### config.mk
export PLATFORM = sky130hd
export DESIGN_NAME = arbiter_pamieci_danych_flat
export DESIGN_NICKNAME = d
export VERILOG_FILES = /design/src/rtl/proc_pkg.sv /design/src/rtl/arbiter_pamieci_danych_if.sv /design/src/rtl/arb_glodzenie.sv /design/src/rtl/arbiter_pamieci_danych.sv /design/src/flat_wrapper.sv
export SDC_FILE = /design/constraint.sdc
export NUM_CORES = 1
export LEC_CHECK = 0
export BUFFER_PORTS_ARGS = -buffer_cell sky130_fd_sc_hd__buf_4
export CORE_MARGIN = 2
export CORE_UTILIZATION = 25
export DETAILED_ROUTE_END_ITERATION = 6
export GPL_ROUTABILITY_DRIVEN = 0
export SLEW_MARGIN = 5
export SYNTH_ARGS = -nofsm -noshare
export SYNTH_HDL_FRONTEND = slang
export SYNTH_SLANG_ARGS = --single-unit
### constraint.sdc
create_clock -name clk -period 3 [get_ports clk]
set_clock_uncertainty 0.05 [all_clocks]
set_input_delay 0.6 -clock clk [delete_from_list [all_inputs] [get_ports clk]]
set_output_delay 0.6 -clock clk [all_outputs]
set_load 0.05 [all_outputs]
### src/rtl/proc_pkg.sv
// Shared processor-side types and widths used by the data-RAM arbiter.
package proc_pkg;

  localparam int P_MEM_address = 8;
  localparam int P_PROC_data   = 8;

  typedef enum logic {M_CPU, M_EXT} master_t;
  typedef enum logic {UNLOCKED, LOCKED_M0} lock_t;

  // A zero MAX_WAIT still needs a one-bit counter to hold its (constant) value.
  function automatic int cnt_width(input int max_wait);
    return (max_wait > 0) ? $clog2(max_wait + 1) : 1;
  endfunction

endpackage

### src/rtl/arbiter_pamieci_danych_if.sv
// Bus bundle between the two RAM masters, the arbiter and the RAM instance.
interface arbiter_pamieci_danych_if #(
  parameter int AW       = proc_pkg::P_MEM_address,
  parameter int DW       = proc_pkg::P_PROC_data,
  parameter int MAX_WAIT = 4
) ();
  import proc_pkg::*;

  localparam int CW = cnt_width(MAX_WAIT);

  logic          m0_req;
  logic          m0_we;
  logic [AW-1:0] m0_addr;
  logic [DW-1:0] m0_wdata;
  logic          m0_lock;
  logic          m0_gnt;
  logic          m0_rvalid;

  logic          m1_req;
  logic          m1_we;
  logic [AW-1:0] m1_addr;
  logic [DW-1:0] m1_wdata;
  logic          m1_gnt;
  logic          m1_rvalid;

  logic [DW-1:0] rdata;
  logic          mem_we;
  logic [AW-1:0] mem_addr;
  logic [DW-1:0] mem_wdata;
  logic [DW-1:0] mem_rdata;
  logic [CW-1:0] wait_cnt;

  modport slave (
    input  m0_req, m0_we, m0_addr, m0_wdata, m0_lock,
    input  m1_req, m1_we, m1_addr, m1_wdata,
    input  mem_rdata,
    output m0_gnt, m0_rvalid, m1_gnt, m1_rvalid, rdata,
    output mem_we, mem_addr, mem_wdata, wait_cnt
  );

  modport master (
    output m0_req, m0_we, m0_addr, m0_wdata, m0_lock,
    output m1_req, m1_we, m1_addr, m1_wdata,
    output mem_rdata,
    input  m0_gnt, m0_rvalid, m1_gnt, m1_rvalid, rdata,
    input  mem_we, mem_addr, mem_wdata, wait_cnt
  );

endinterface

### src/rtl/arb_glodzenie.sv
// Saturating count of consecutive cycles master 1 has lost arbitration.
module arb_glodzenie #(
  parameter int MAX_WAIT = 4,
  parameter int CW       = 3
) (
  input  logic          clk,
  input  logic          rst,
  input  logic          inc,
  input  logic          clr,
  output logic [CW-1:0] cnt,
  output logic          sat
);

  localparam logic [CW-1:0] SAT_VAL = CW'(MAX_WAIT);

  logic [CW-1:0] cnt_q, cnt_d;

  always_comb begin
    cnt_d = cnt_q;
    if (clr)
      cnt_d = '0;
    else if (inc && (cnt_q != SAT_VAL))
      cnt_d = cnt_q + CW'(1);
  end

  always_ff @(posedge clk) begin
    if (!rst)
      cnt_q <= '0;
    else
      cnt_q <= cnt_d;
  end

  assign cnt = cnt_q;
  assign sat = (cnt_q == SAT_VAL);

endmodule

### src/rtl/arbiter_pamieci_danych.sv
// Single-port data RAM arbiter: CPU priority, starvation force for master 1, CPU bus lock.
//   state     | meaning
//   UNLOCKED  | normal arbitration, starvation force active
//   LOCKED_M0 | CPU owns the bus for an atomic sequence; master 1 blocked
module arbiter_pamieci_danych
  import proc_pkg::*;
#(
  parameter int AW       = P_MEM_address,
  parameter int DW       = P_PROC_data,
  parameter int MAX_WAIT = 4
) (
  input  logic                     clk,
  input  logic                     rst,
  arbiter_pamieci_danych_if.slave  bus
);

  localparam int CW = cnt_width(MAX_WAIT);

  lock_t         lock_q, lock_d;
  logic          rv0_q, rv0_d;
  logic          rv1_q, rv1_d;
  logic [DW-1:0] rdata_q, rdata_d;

  logic          locked;
  logic          sat;
  logic          gnt0, gnt1;
  logic [CW-1:0] wait_cnt;
  master_t       winner;
  logic          mem_we_w;
  logic [AW-1:0] mem_addr_w;
  logic [DW-1:0] mem_wdata_w;

  // Grants are held off during reset so nothing reaches the RAM.
  always_comb begin
    locked = (lock_q == LOCKED_M0);
    gnt0   = 1'b0;
    gnt1   = 1'b0;
    if (rst) begin
      if (locked && bus.m0_req)
        gnt0 = 1'b1;
      else if (bus.m1_req && sat && !locked)
        gnt1 = 1'b1;
      else if (bus.m0_req)
        gnt0 = 1'b1;
      else if (bus.m1_req && !(locked && bus.m0_lock))
        gnt1 = 1'b1;
    end
  end

  always_comb begin
    winner      = gnt1 ? M_EXT : M_CPU;
    mem_we_w    = 1'b0;
    mem_addr_w  = '0;
    mem_wdata_w = '0;
    if (gnt0 || gnt1) begin
      case (winner)
        M_CPU: begin
          mem_we_w    = bus.m0_we;
          mem_addr_w  = bus.m0_addr;
          mem_wdata_w = bus.m0_wdata;
        end
        M_EXT: begin
          mem_we_w    = bus.m1_we;
          mem_addr_w  = bus.m1_addr;
          mem_wdata_w = bus.m1_wdata;
        end
        default: ;
      endcase
    end
  end

  always_comb begin
    lock_d = lock_q;
    case (lock_q)
      UNLOCKED:  if (gnt0 && bus.m0_lock) lock_d = LOCKED_M0;
      LOCKED_M0: if (!bus.m0_lock)        lock_d = UNLOCKED;
      default:                            lock_d = UNLOCKED;
    endcase
    rv0_d   = gnt0 && !bus.m0_we;
    rv1_d   = gnt1 && !bus.m1_we;
    rdata_d = rdata_q;
    if (rv0_d || rv1_d)
      rdata_d = bus.mem_rdata;
  end

  always_ff @(posedge clk) begin
    if (!rst) begin
      lock_q  <= UNLOCKED;
      rv0_q   <= 1'b0;
      rv1_q   <= 1'b0;
      rdata_q <= '0;
    end else begin
      lock_q  <= lock_d;
      rv0_q   <= rv0_d;
      rv1_q   <= rv1_d;
      rdata_q <= rdata_d;
    end
  end

  arb_glodzenie #(
    .MAX_WAIT (MAX_WAIT),
    .CW       (CW)
  ) u_glodzenie (
    .clk (clk),
    .rst (rst),
    .inc (bus.m1_req && gnt0),
    .clr (gnt1 || !bus.m1_req),
    .cnt (wait_cnt),
    .sat (sat)
  );

  assign bus.m0_gnt    = gnt0;
  assign bus.m1_gnt    = gnt1;
  assign bus.m0_rvalid = rv0_q;
  assign bus.m1_rvalid = rv1_q;
  assign bus.rdata     = rdata_q;
  assign bus.mem_we    = mem_we_w;
  assign bus.mem_addr  = mem_addr_w;
  assign bus.mem_wdata = mem_wdata_w;
  assign bus.wait_cnt  = wait_cnt;

endmodule

### src/flat_wrapper.sv
// flat-port wrapper written by rule: the top's interface ports become plain ports
module arbiter_pamieci_danych_flat import proc_pkg::*;
#(
  parameter int AW       = P_MEM_address,
  parameter int DW       = P_PROC_data,
  parameter int MAX_WAIT = 4
)
  (clk, rst, bus_m0_req, bus_m0_we, bus_m0_addr, bus_m0_wdata, bus_m0_lock, bus_m1_req, bus_m1_we, bus_m1_addr, bus_m1_wdata, bus_mem_rdata, bus_m0_gnt, bus_m0_rvalid, bus_m1_gnt, bus_m1_rvalid, bus_rdata, bus_mem_we, bus_mem_addr, bus_mem_wdata, bus_wait_cnt);
  arbiter_pamieci_danych_if #(.AW(AW), .DW(DW), .MAX_WAIT(MAX_WAIT)) bus_i ();
  input  logic clk;
  input  logic rst;
  input wire logic [$bits(bus_i.m0_req)-1:0] bus_m0_req;
  input wire logic [$bits(bus_i.m0_we)-1:0] bus_m0_we;
  input wire logic [$bits(bus_i.m0_addr)-1:0] bus_m0_addr;
  input wire logic [$bits(bus_i.m0_wdata)-1:0] bus_m0_wdata;
  input wire logic [$bits(bus_i.m0_lock)-1:0] bus_m0_lock;
  input wire logic [$bits(bus_i.m1_req)-1:0] bus_m1_req;
  input wire logic [$bits(bus_i.m1_we)-1:0] bus_m1_we;
  input wire logic [$bits(bus_i.m1_addr)-1:0] bus_m1_addr;
  input wire logic [$bits(bus_i.m1_wdata)-1:0] bus_m1_wdata;
  input wire logic [$bits(bus_i.mem_rdata)-1:0] bus_mem_rdata;
  output wire logic [$bits(bus_i.m0_gnt)-1:0] bus_m0_gnt;
  output wire logic [$bits(bus_i.m0_rvalid)-1:0] bus_m0_rvalid;
  output wire logic [$bits(bus_i.m1_gnt)-1:0] bus_m1_gnt;
  output wire logic [$bits(bus_i.m1_rvalid)-1:0] bus_m1_rvalid;
  output wire logic [$bits(bus_i.rdata)-1:0] bus_rdata;
  output wire logic [$bits(bus_i.mem_we)-1:0] bus_mem_we;
  output wire logic [$bits(bus_i.mem_addr)-1:0] bus_mem_addr;
  output wire logic [$bits(bus_i.mem_wdata)-1:0] bus_mem_wdata;
  output wire logic [$bits(bus_i.wait_cnt)-1:0] bus_wait_cnt;
  assign bus_i.m0_req = bus_m0_req;
  assign bus_i.m0_we = bus_m0_we;
  assign bus_i.m0_addr = bus_m0_addr;
  assign bus_i.m0_wdata = bus_m0_wdata;
  assign bus_i.m0_lock = bus_m0_lock;
  assign bus_i.m1_req = bus_m1_req;
  assign bus_i.m1_we = bus_m1_we;
  assign bus_i.m1_addr = bus_m1_addr;
  assign bus_i.m1_wdata = bus_m1_wdata;
  assign bus_i.mem_rdata = bus_mem_rdata;
  assign bus_m0_gnt = bus_i.m0_gnt;
  assign bus_m0_rvalid = bus_i.m0_rvalid;
  assign bus_m1_gnt = bus_i.m1_gnt;
  assign bus_m1_rvalid = bus_i.m1_rvalid;
  assign bus_rdata = bus_i.rdata;
  assign bus_mem_we = bus_i.mem_we;
  assign bus_mem_addr = bus_i.mem_addr;
  assign bus_mem_wdata = bus_i.mem_wdata;
  assign bus_wait_cnt = bus_i.wait_cnt;
  arbiter_pamieci_danych #(.AW(AW), .DW(DW), .MAX_WAIT(MAX_WAIT)) u_core (.clk(clk), .rst(rst), .bus(bus_i));
endmodule
## Yosys cells after proc, flatten, opt, wreduce, memory -nomap -nowiden

Index checks and enable logic that the tools add are counted.
Widths: inputs -> output; s select.

- Flip-flop bits (word level): 14
- Output and inout bits: 32
- Bits of input ports: 47

- Bitwise gates (word level): 3
- Reductions and logical operators: 19
- Muxes and demuxes: 19
- Equal/unequal tests: 2
- Add/subtract/negate cells: 1

Operators with widths:

| kind | count |
|---|---|
| $pmux 8 s2 | 2 |
| $mux 8 | 2 |
| $mux 1 | 13 |
| $logic_and 1x1->1 | 10 |
| $logic_not 1->1 | 5 |
| $pmux 1 s2 | 2 |
| $add 3x1->3 const B | 1 |
| $eq 3x3->1 const B | 1 |
| $logic_or 1x1->1 | 3 |
| $ne 3x3->1 const B | 1 |
| $not 1->1 | 3 |
| $reduce_or 2->1 | 1 |

## Logic depth before layout (Yosys ltp)

Gate-level depths: netlist of the first run.

- Depth in word-level cells: 12
- Mapped depth: 8
- Mapped depth without buffers: 6

## By module

From an unflattened synthesis of the first run, not the netlist that was laid out.

- Cell total of the unflattened synthesis: 91
- Area total of the unflattened synthesis: 840.8 um2

By module, submodules not included:

| module | area each (um2) | cells each | instances |
|---|---|---|---|
| arbiter_pamieci_danych | 653.1 | 73 | 1 |
| arb_glodzenie | 187.7 | 18 | 1 |

## Least setup slack after synthesis of the first run

No wires, ideal clock.

- Path kind: register to output
- Start point: register u_core.u_glodzenie.cnt_q[0] (netlist: u_core.u_glodzenie.cnt[0])
- End point: output port bus_mem_addr[5]
- Arrival time: 2.303 ns
- Slack: 0.047 ns
- Required time: 2.350 ns
- Cell stages (with the launch flop): 8
- Path through: dfxtp_1 -> inv_1 -> ha_1 -> nand4b_1 -> and3_2 -> buf_2 -> buf_2 -> a22o_1

- Elaborated cells between the ends (all ways): 14
- Those cells by class: 1 x eq/ne; 9 x mux; 1 x bitwise; 3 x reduce/logical

RTL lines:

| element | RTL line | RTL |
|---|---|---|
| start: declaration | arb_glodzenie.sv:16 | `logic [CW-1:0] cnt_q, cnt_d;` |
| start signal: assignment | arb_glodzenie.sv:30 | `cnt_q <= cnt_d;` |
| $eq 3x3->1 | arb_glodzenie.sv:34 | `assign sat = (cnt_q == SAT_VAL);` |
| $logic_and 1x1->1 (2 in series) | arbiter_pamieci_danych.sv:41 | `else if (bus.m1_req && sat && !locked)` |
| $mux 1 | arbiter_pamieci_danych.sv:41 |  |
| $mux 1 | arbiter_pamieci_danych.sv:39 | `if (locked && bus.m0_req)` |
| $mux 1 | arbiter_pamieci_danych.sv:38 | `if (rst) begin` |
| net bus_m0_gnt | flat_wrapper.sv:22 | `output wire logic [$bits(bus_i.m0_gnt)-1:0] bus_m0_gnt;` |
| $logic_or 1x1->1 | arbiter_pamieci_danych.sv:55 | `if (gnt0 \|\| gnt1) begin` |
| $mux 8 | arbiter_pamieci_danych.sv:55 |  |
| end: declaration | flat_wrapper.sv:28 | `output wire logic [$bits(bus_i.mem_addr)-1:0] bus_mem_addr;` |

The timed path passes the listed nets, and every way through them passes these cells.

## Final worst setup path of the first run

- Start point: register u_core.u_glodzenie.cnt_q[0] (netlist: u_core.u_glodzenie.cnt[0])
- End point: output port bus_mem_wdata[3]

- Cells in the longest elaborated chain, start to end: 10
- Elaborated cells between the ends (all ways): 14
- Those cells by class: 1 x eq/ne; 9 x mux; 1 x bitwise; 3 x reduce/logical

Ends and longest elaborated chain:

| element | RTL line | RTL |
|---|---|---|
| $eq 3x3->1 * | arb_glodzenie.sv:34 |  |
| $logic_and 1x1->1 * (2 in series) | arbiter_pamieci_danych.sv:41 |  |
| $mux 1 | arbiter_pamieci_danych.sv:41 |  |
| $mux 1 | arbiter_pamieci_danych.sv:39 |  |
| $mux 1 | arbiter_pamieci_danych.sv:38 |  |
| $mux 1 | arbiter_pamieci_danych.sv:51 | `winner = gnt1 ? M_EXT : M_CPU;` |
| $not 1->1 | arbiter_pamieci_danych.sv:56 | `case (winner)` |
| $pmux 8 s2 | arbiter_pamieci_danych.sv:56 |  |
| $mux 8 * | arbiter_pamieci_danych.sv:55 |  |
| end: declaration | flat_wrapper.sv:29 | `output wire logic [$bits(bus_i.mem_wdata)-1:0] bus_mem_wdata;` |

Mark *: on every way between the ends. The rest lies on a longest branch, timed or not.

==> run metrics, run 1 <==
sequential area share after synthesis=a little over a third; placed cell area=between 0.001 and 0.0015 mm²; RSZ-0062 raised after global routing=false; clock-pin slew of the registers on the worst-case setup and hold paths=0.08 ns; async set or reset register ratio after synthesis=0%; H-tree depth=1; critical path class=reg -> out; total CTS buffers=3; Bufs on Longest Clock Path=2; Max Cap Viol=0; Die Y=just over 60 µm; Critical Path Start Type=register; dominant synthesized flop cell=dfxtp_1; Power Density=390.4 mW/mm²; DRT antenna net count=0; Synth top area share=a little over a third; Total Neg Setup Slack=0 ns; number of flops mapped to enable cells by yosys=0; Mapped Area=approximately 800 µm²; Syn Inst Count=about 90; final count of hold timing violations=0; Max Slew Vio Count=0; Area Growth Syn to Fin=79.05%; period utilization=87.87%; Crit path arrival time=approximately 2 ns; # resized after CTS=0; status=completed; CTS tree=built; Synth Area in XOR/XNOR=1.102%; RR Startpoint=u_core.u_glodzenie.cnt[0]$_SDFFE_PP0P_; Hold Crit Start=u_core.bus.rdata[7]$_SDFFE_PN0P_; Hold Buf Count CTS=0; Std-Cell Rows=20; Worst VDD drop=0.0002046 V; largest family of logic cells by synthesized area=compound AO/OA/AOI/OAI gates; placed cell count=around 200; post-synthesis simple-gate area fraction=approximately 16%; Fmax=roughly 380 MHz; CTS Root Cell=clkbuf_4; Worst setup EP type=output pin; I/O pin count=79; total track usage=14.61%; initial core utilization=26.24%; area leader, netlist=dfxtp_1; Diodes inserted=0; r2r endpoint=u_core.bus.rdata[7]$_SDFFE_PN0P_; Min-Delay Endpoint=u_core.bus.rdata[7]$_SDFFE_PN0P_; Reg2Reg Depth=6; Clock Latency Late Sink=0.27 ns; antenna violations before repair=0; proportion of layout cells with a drive suffix above 1=53.05%; final setup fails=0; vias in the first global route=roughly 900; #FFs+latches synth=14; mux cell area share after synthesis=under 10%; final std cells w/o fill=about 210; Overflow after GRT=0; largest net degree at the start of global routing=19; core area=slightly above 0.003 mm²; first-pass GRT wire length=about 4.0 mm; layout net count=approximately 210; DRC viols=0; CP required=approximately 2.4 ns; worst slew pin tran=between 0.5 and 0.6 ns; WL/cell=around 13 µm; final WL=2.740 mm; post-synthesis adder-cell area fraction=under 10%; Avg Synthesized Cell Area=about 9 µm²; Mapped Nets=between 100 and 150; Synthesis Warnings=0; die extent in x=about 60 µm; routed vias=between 900 and 1000; clk sink count=14; area fraction in compound gates after synthesis=between 30% and 40%; initial drt markers=22; routed vias/inst=4.716; Hold Path Cell Cnt=2; Min Clock Period, post-route=between 2 and 3 ns; HP Class=reg -> reg; Die ar.=about 0.0036 mm²; post-CTS setup buffers=0; largest fanout on the critical path=18; Synth area leaders=dfxtp_1 35%, a22o_1 19%, o31ai_1 7.6%; Finished Cell Area=between 0.001 and 0.0015 mm²; DR pass1 iterations=4; max_slew headroom=64.28%; port bufs=just under 80; reg-to-reg slack, setup=between 1 and 1.5 ns; Leak=about 0.71 nW; Yosys cell types=27
## per-stage QoR
| step | worst slack [ns] | util, % | total power, mW | hold slack, ns |
|---|---|---|---|---|
| 2_1_floorplan | 0.04678 | - | 0.3361 | 0.3934 |
| 3_3_place_gp | 0.6102 | 45.79 | 0.4249 | 0.3957 |
| 3_5_place_dp | 0.5545 | 45.79 | 0.4267 | 0.4002 |
| 4_1_cts | 0.3393 | 46.98 | 0.5632 | 0.4167 |
| 5_1_grt | 0.2514 | 46.98 | 0.5865 | 0.4500 |
| 6_report | 0.3639 | 46.98 | 0.5553 | 0.4123 |
## flip-flops by register name, summed over array words and instances, names as in the netlist
register	flops
u_core.bus.m0_rvalid	1
u_core.u_glodzenie.cnt	3
u_core.bus.rdata	8
u_core.bus.m1_rvalid	1
u_core.lock_q	1
## cells in the mapped netlist (2+ instances only)
master and instances:
a22o_1 17, dfxtp_1 14, nand2_1 11, o21ai_0 8
o31ai_1 8, buf_2 3, nor2_1 3, a21oi_1 2
clkbuf_1 2, ha_1 2, inv_1 2, nand3_1 2
## cell families (layout without fill, tap and decap cells)
logic type / Yosys count / after routing
AOI/OAI and AO/OA: 37 / 37
xor gates and xnor gates: 1 / 1
buffers and inverters: 10 / 85
adders and majority gates: 2 / 2
DFF: 14 / 14
and+or+nand+nor: 24 / 24
muxes: 1 / 1
## critical path: stages (launching register included)
cell     delay [ns]
dfxtp_1        0.36
inv_1          0.08
ha_1           0.25
a21bo_4        0.25
nand2_1        0.10
nor2_2         0.05
buf_4          0.19
a22o_1         0.26
buf_4          0.19
## worst max-delay path by stage
stage                             endpoint  slack [ns]                                   start
final                     bus_mem_wdata[3]        0.36  u_core.u_glodzenie.cnt[0]$_SDFFE_PP0P_
after global routing      bus_mem_wdata[5]        0.25  u_core.u_glodzenie.cnt[0]$_SDFFE_PP0P_
after CTS                 bus_mem_wdata[3]        0.34  u_core.u_glodzenie.cnt[0]$_SDFFE_PP0P_
after detailed placement  bus_mem_wdata[3]        0.55                              bus_m0_req
after global placement    bus_mem_wdata[3]        0.61                              bus_m0_req
after floorplan            bus_mem_addr[5]        0.05  u_core.u_glodzenie.cnt[0]$_SDFFE_PP0P_
## cells in the final DEF, fill, tap and decap left out
cell type / n
nand4b_1: 1
and3_2: 1
and3_1: 1
a22o_1: 17
nand3_1: 2
inv_1: 2
mux2i_1: 1
and3b_1: 1
a21oi_1: 2
clkbuf_4: 3
o31ai_1: 8
ha_1: 2
nor3_1: 1
nand2_1: 11
buf_4: 79
nor2_1: 3
and4b_2: 1
and4b_1: 1
dfxtp_1: 14
clkbuf_8: 1
nor2_2: 1
o21ai_1: 1
o21ai_0: 8
xnor2_1: 1
a21bo_4: 1
## area by class of cell
class | count | area, µm²
inverter | 2 | 7.507
clock buffer | 4 | 36.28
fill | 310 | 1605
sequential | 14 | 280.3
multi-input combinational | 65 | 450.4
timing repair buffer | 79 | 593.1
tap | 44 | 55.05
## per-layer routing
layer  wire (µm)  GRT usage [%]  vias to the layer above
li1            -              -                      486
met1        1071          15.23                      440
met2        1371          28.73                       53
met3         286          3.625                        2
met4          10          3.810                        0
met5           0              0                        -
## power by group
part	switching (mW)	internal, mW	leakage, nW
registers	0.00516	0.196	0.115
clock network	0.0605	0.0737	0.0210
logic	0.131	0.0890	0.571
total	0.197	0.359	0.707
Note: power is estimated with default switching activity, not from simulation.
==> run 2, diff against run 1 <==
--- a/constraint.sdc
+++ b/constraint.sdc
@@ -4,2 +4,2 @@
 set_output_delay 0.6 -clock clk [all_outputs]
-set_load 0.05 [all_outputs]
+set_load 0.1 [all_outputs]
==> run 2 against run 1 <==
Die area is the same. Critical path depth unchanged. Final area rose by 5.8%. Wire length is 3.2% lower. Via count grew 1.6%. First-iteration DRC count is 14% lower. Sequential power barely moved. Sequential cell count stayed put. Count of clock-buffer cells in the layout is the same. Utilization grew 2.7 points. Final cell count unchanged. Critical path type unchanged. Global-route usage is 0.34 points lower.
==> run metrics, run 2 (synthesis results as in run 1) <==
status=completed; commonest non-fill, non-tap cells in the layout=79 x buf_4, 11 x nand2_1, 11 x dfxtp_1; die extent in x=between 60 and 70 µm; total CTS buffers=3; core area=approximately 0.0030 mm²; routed vias/inst=approximately 4.8; initial drt markers=19; CP required=2.35 ns; DR pass1 iterations=2; Largest register FFs=8; vias in the first global route=between 900 and 1000; HP Class=reg -> reg; layout net count=214; first-pass GRT wire length=a little under 4 mm; Crit path arrival time=around 2.1 ns; routed vias=between 900 and 1000; antenna violations before repair=0; Leak=between 0.7 and 0.8 nW; RSZ-0062 raised after global routing=false; Die ar.=about 0.0036 mm²; Diodes inserted=0; DRC viols=0; proportion of layout cells with a drive suffix above 1=around 60%; Worst setup EP type=output pin; WHS=slightly above 0.4 ns; period utilization=between 90% and 100%; Min Clock Period, post-route=between 2 and 3 ns; I/O pin count=between 70 and 80; Clock Latency Late Sink=about 0.28 ns; Fmax=around 370 MHz; Hold Buf Count CTS=0; Max Cap Viol=0; worst slew pin tran=0.5266 ns; WL/cell=between 10 and 15 µm; H-tree depth=1; Max Slew Vio Count=0; Worst VDD drop=around 0.00032 V; clock-pin slew of the registers on the worst-case setup and hold paths=~0.09 ns; clk sink count=14; Area Growth Syn to Fin=89.45%; Overflow after GRT=0; Bufs on Longest Clock Path=2; initial core utilization=26.24%; Die Y=slightly above 60 µm; CTS Root Cell=clkbuf_4; max_slew headroom=between 60% and 70%; filler cell count=~300; Total Neg Setup Slack=0 ns; Power Density=between 400 and 500 mW/mm²; DRT antenna net count=0; # resized after CTS=0; largest fanout on the critical path=18; Std-Cell Rows=20; total track usage=between 10% and 20%; final count of hold timing violations=0; port bufs=78; most common cell after layout, fill and taps aside=buf_4; final setup fails=0; Final HPWL DP=between 2 and 2.5 mm; final WL=approximately 2.7 mm; CTS tree=built; Critical Path Start Type=register; post-CTS setup buffers=0; critical path class=reg -> out; largest net degree at the start of global routing=19
run 2: critical path, cell delays in order, from the launching register on:
cell     delay (ns)
dfxtp_2        0.34
inv_1          0.08
ha_1           0.24
a21bo_4        0.18
nand2_1        0.08
nor2_2         0.12
buf_4          0.26
a22o_1         0.18
buf_4          0.29
run 2: cell type report:
cell class	instances	area, µm²	share of cell area (%)
timing repair buffer	79	593.1	39.40
clock buffer	4	36.28	2.411
tap	44	55.05	3.658
multi-input combinational	65	529.3	35.16
inverter	2	7.507	0.4988
sequential	14	284.0	18.87
run 2: through the flow:
| stage | setup WS [ns] | instances | utilization, % | area [µm²] | power, mW |
|---|---|---|---|---|---|
| after global routing | 0.1552 | 208 | 49.71 | 1505 | 0.6880 |
| after detailed placement | 0.4403 | 204 | 48.51 | 1469 | 0.5316 |
| after CTS | 0.2664 | 208 | 49.71 | 1505 | 0.6689 |
| final | 0.2837 | 208 | 49.71 | 1505 | 0.6633 |
| after global placement | 0.5070 | 204 | 48.51 | 1469 | 0.5286 |
| after floorplan | 0.09224 | 89 | - | 879.6 | 0.4398 |
run 2: power breakdown:
group / switching [mW] / total, mW / internal, mW
clock network: 0.0640 / 0.138 / 0.0739
registers: 0.00517 / 0.201 / 0.196
logic: 0.228 / 0.324 / 0.0960
total: 0.297 / 0.663 / 0.366
run 2: path summary, 6_finish.rpt:
kind              depth (start not counted)  slack, ns                              startpoint                               end
hold / removal                            2       0.41        u_core.bus.rdata[5]$_SDFFE_PN0P_  u_core.bus.rdata[5]$_SDFFE_PN0P_
hold reg to reg                           2       0.41        u_core.bus.rdata[5]$_SDFFE_PN0P_  u_core.bus.rdata[5]$_SDFFE_PN0P_
setup reg to reg                          6       1.23  u_core.u_glodzenie.cnt[0]$_SDFFE_PP0P_  u_core.bus.rdata[4]$_SDFFE_PN0P_
setup / recovery                          8       0.28  u_core.u_glodzenie.cnt[0]$_SDFFE_PP0P_                        bus_mem_we
run 2: per-layer routing:
layer | vias up | track usage, % | wire length (µm)
li1 | 488 | - | -
met1 | 448 | 13.71 | 1012
met2 | 53 | 27.48 | 1269
met3 | 8 | 4.478 | 309
met4 | 0 | 6.349 | 61
met5 | - | 0 | 0
==> run 3, diff against run 2 <==
clock period = 3.4 ns   (was 3 ns; I/O delays follow)
==> run 3 against run 2 <==
Sequential share of layout area up 0.82 points. Largest cell class unchanged. Highest routed layer unchanged. Sequential cell count unchanged. Die area unchanged.
==> run metrics, run 3 (synthesis results as in run 1) <==
reg-to-reg slack, setup=around 1.6 ns; Critical Path Start Type=register; routed vias/inst=4.827; Min Clock Period, post-route=about 3.0 ns; clk sink count=14; CP cell instances=inv_1, ha_1, a21bo_4, nand2_1, nor2_2, buf_4, a22o_2, buf_4; WL/cell=between 10 and 15 µm; Std-Cell Rows=20; Worst setup EP type=output pin; CTS tree=built; final count of hold timing violations=0; total CTS buffers=3; # resized after CTS=0; Finished Cell Area=0.001436 mm²; crit-path leading delay family=buffers and inverters; Power Density=400.8 mW/mm²; most common cell after layout, fill and taps aside=buf_4; Largest register FFs=8; commonest non-fill, non-tap cells in the layout=79 x buf_4, 12 x dfxtp_1, 11 x nand2_1; worst path bufs/invs=3; Die Y=60.38 µm; Max Cap Viol=0; total track usage=15.43%; placed cell count=204; Clock Latency Late Sink=about 0.28 ns; DRT antenna net count=0; CP startpoint=u_core.u_glodzenie.cnt[0]$_SDFFE_PP0P_; final WL=between 2 and 3 mm; DR pass1 iterations=4; core area=0.003028 mm²; Fmax=338.0 MHz; CP endpoint=bus_mem_addr[6]; Diodes inserted=0; Tot Pwr=between 0.5 and 0.6 mW; Die ar.=0.003645 mm²; final setup fails=0; status=completed; Reg2Reg Depth=6; H-tree depth=1; RSZ-0062 raised after global routing=false; port bufs=78; layout net count=around 210; final std cells w/o fill=between 200 and 250; initial drt markers=10; placed cell area=0.001400 mm²; Worst VDD drop=about 0.00017 V; largest fanout on the critical path=10; antenna violations before repair=0; Overflow after GRT=0; die extent in x=just over 60 µm; Max Slew Vio Count=0; CP required=2.67 ns; Finished Core Util=between 40% and 50%; largest net degree at the start of global routing=19; Crit path arrival time=roughly 2.2 ns; period utilization=87.01%; CTS Root Cell=clkbuf_4; Final HPWL DP=around 2.3 mm; critical path class=reg -> out; max_slew headroom=63.40%; most used cell along the critical path=buf_4; Leak=a little over 0.7 nW; worst slew pin tran=about 0.55 ns; Slowest-stage cell, CP=dfxtp_2; Total Neg Setup Slack=0 ns; Crit. path cell count=8; post-CTS setup buffers=0; proportion of layout cells with a drive suffix above 1=around 60%; first-pass GRT wire length=4.181 mm; I/O pin count=roughly 80; routed vias=approximately 1000; RR Startpoint=u_core.u_glodzenie.cnt[0]$_SDFFE_PP0P_; r2r endpoint=u_core.bus.rdata[3]$_SDFFE_PN0P_; Bufs on Longest Clock Path=2; clock-pin slew of the registers on the worst-case setup and hold paths=about 0.08 ns; Area Growth Syn to Fin=80.79%; vias in the first global route=~950; Hold Buf Count CTS=0; HP Class=reg -> reg; initial core utilization=a little over a quarter; DRC viols=0; max incr delay on CP=0.34 ns
run 3: how the worst min path moves through the flow:
stage / end / cells after the start / startpoint / slack (ns)
after global routing: u_core.bus.rdata[7]$_SDFFE_PN0P_ / 2 / u_core.bus.rdata[7]$_SDFFE_PN0P_ / 0.43
after CTS: u_core.bus.rdata[2]$_SDFFE_PN0P_ / 2 / u_core.bus.rdata[2]$_SDFFE_PN0P_ / 0.41
final: u_core.bus.rdata[2]$_SDFFE_PN0P_ / 2 / u_core.bus.rdata[2]$_SDFFE_PN0P_ / 0.41
after detailed placement: u_core.bus.rdata[2]$_SDFFE_PN0P_ / 2 / u_core.bus.rdata[2]$_SDFFE_PN0P_ / 0.40
after global placement: u_core.bus.rdata[2]$_SDFFE_PN0P_ / 2 / u_core.bus.rdata[2]$_SDFFE_PN0P_ / 0.39
after floorplan: u_core.lock_q$_SDFF_PN0_ / 2 / u_core.lock_q$_SDFF_PN0_ / 0.39
run 3: metal layers:
metal	part of all wire, %	vias up	GRT usage, %
met5	0	-	0
met4	1.5	0	7.937
met3	11	6	3.198
met2	52	60	28.88
met1	36	453	16.08
li1	-	485	-
run 3: worst reg2reg max path, delay by kind of cell, from the launching register on:
kind,cells,cell delay (ns)
AOI/OAI and AO/OA,3,0.60
DFF,1,0.35
and+or+nand+nor,1,0.34
adders and majority gates,1,0.26
buffers and inverters,1,0.07
run 3: stage by stage:
stage	setup slack (ns)	hold WS [ns]
floorplan	0.08185	0.3934
global placement	0.6005	0.3942
detailed placement	0.5565	0.3977
CTS	0.4354	0.4099
global route	0.2911	0.4319
finish	0.4415	0.4052
run 3: area by class of cell:
| cell class | count | area, µm² |
|---|---|---|
| Clock buffer | 4 | 36.28 |
| Fill cell | 311 | 1592 |
| Inverter | 2 | 7.507 |
| Multi-Input combinational cell | 65 | 461.7 |
| Sequential cell | 14 | 282.8 |
| Tap cell | 44 | 55.05 |
| Timing Repair Buffer | 79 | 593.1 |
run 3: power breakdown:
| part | switching, mW | total (mW) | internal [mW] |
|---|---|---|---|
| sequential | 0.00461 | 0.178 | 0.173 |
| clock | 0.0545 | 0.120 | 0.0652 |
| combinational | 0.199 | 0.278 | 0.0797 |
| total | 0.258 | 0.576 | 0.318 |
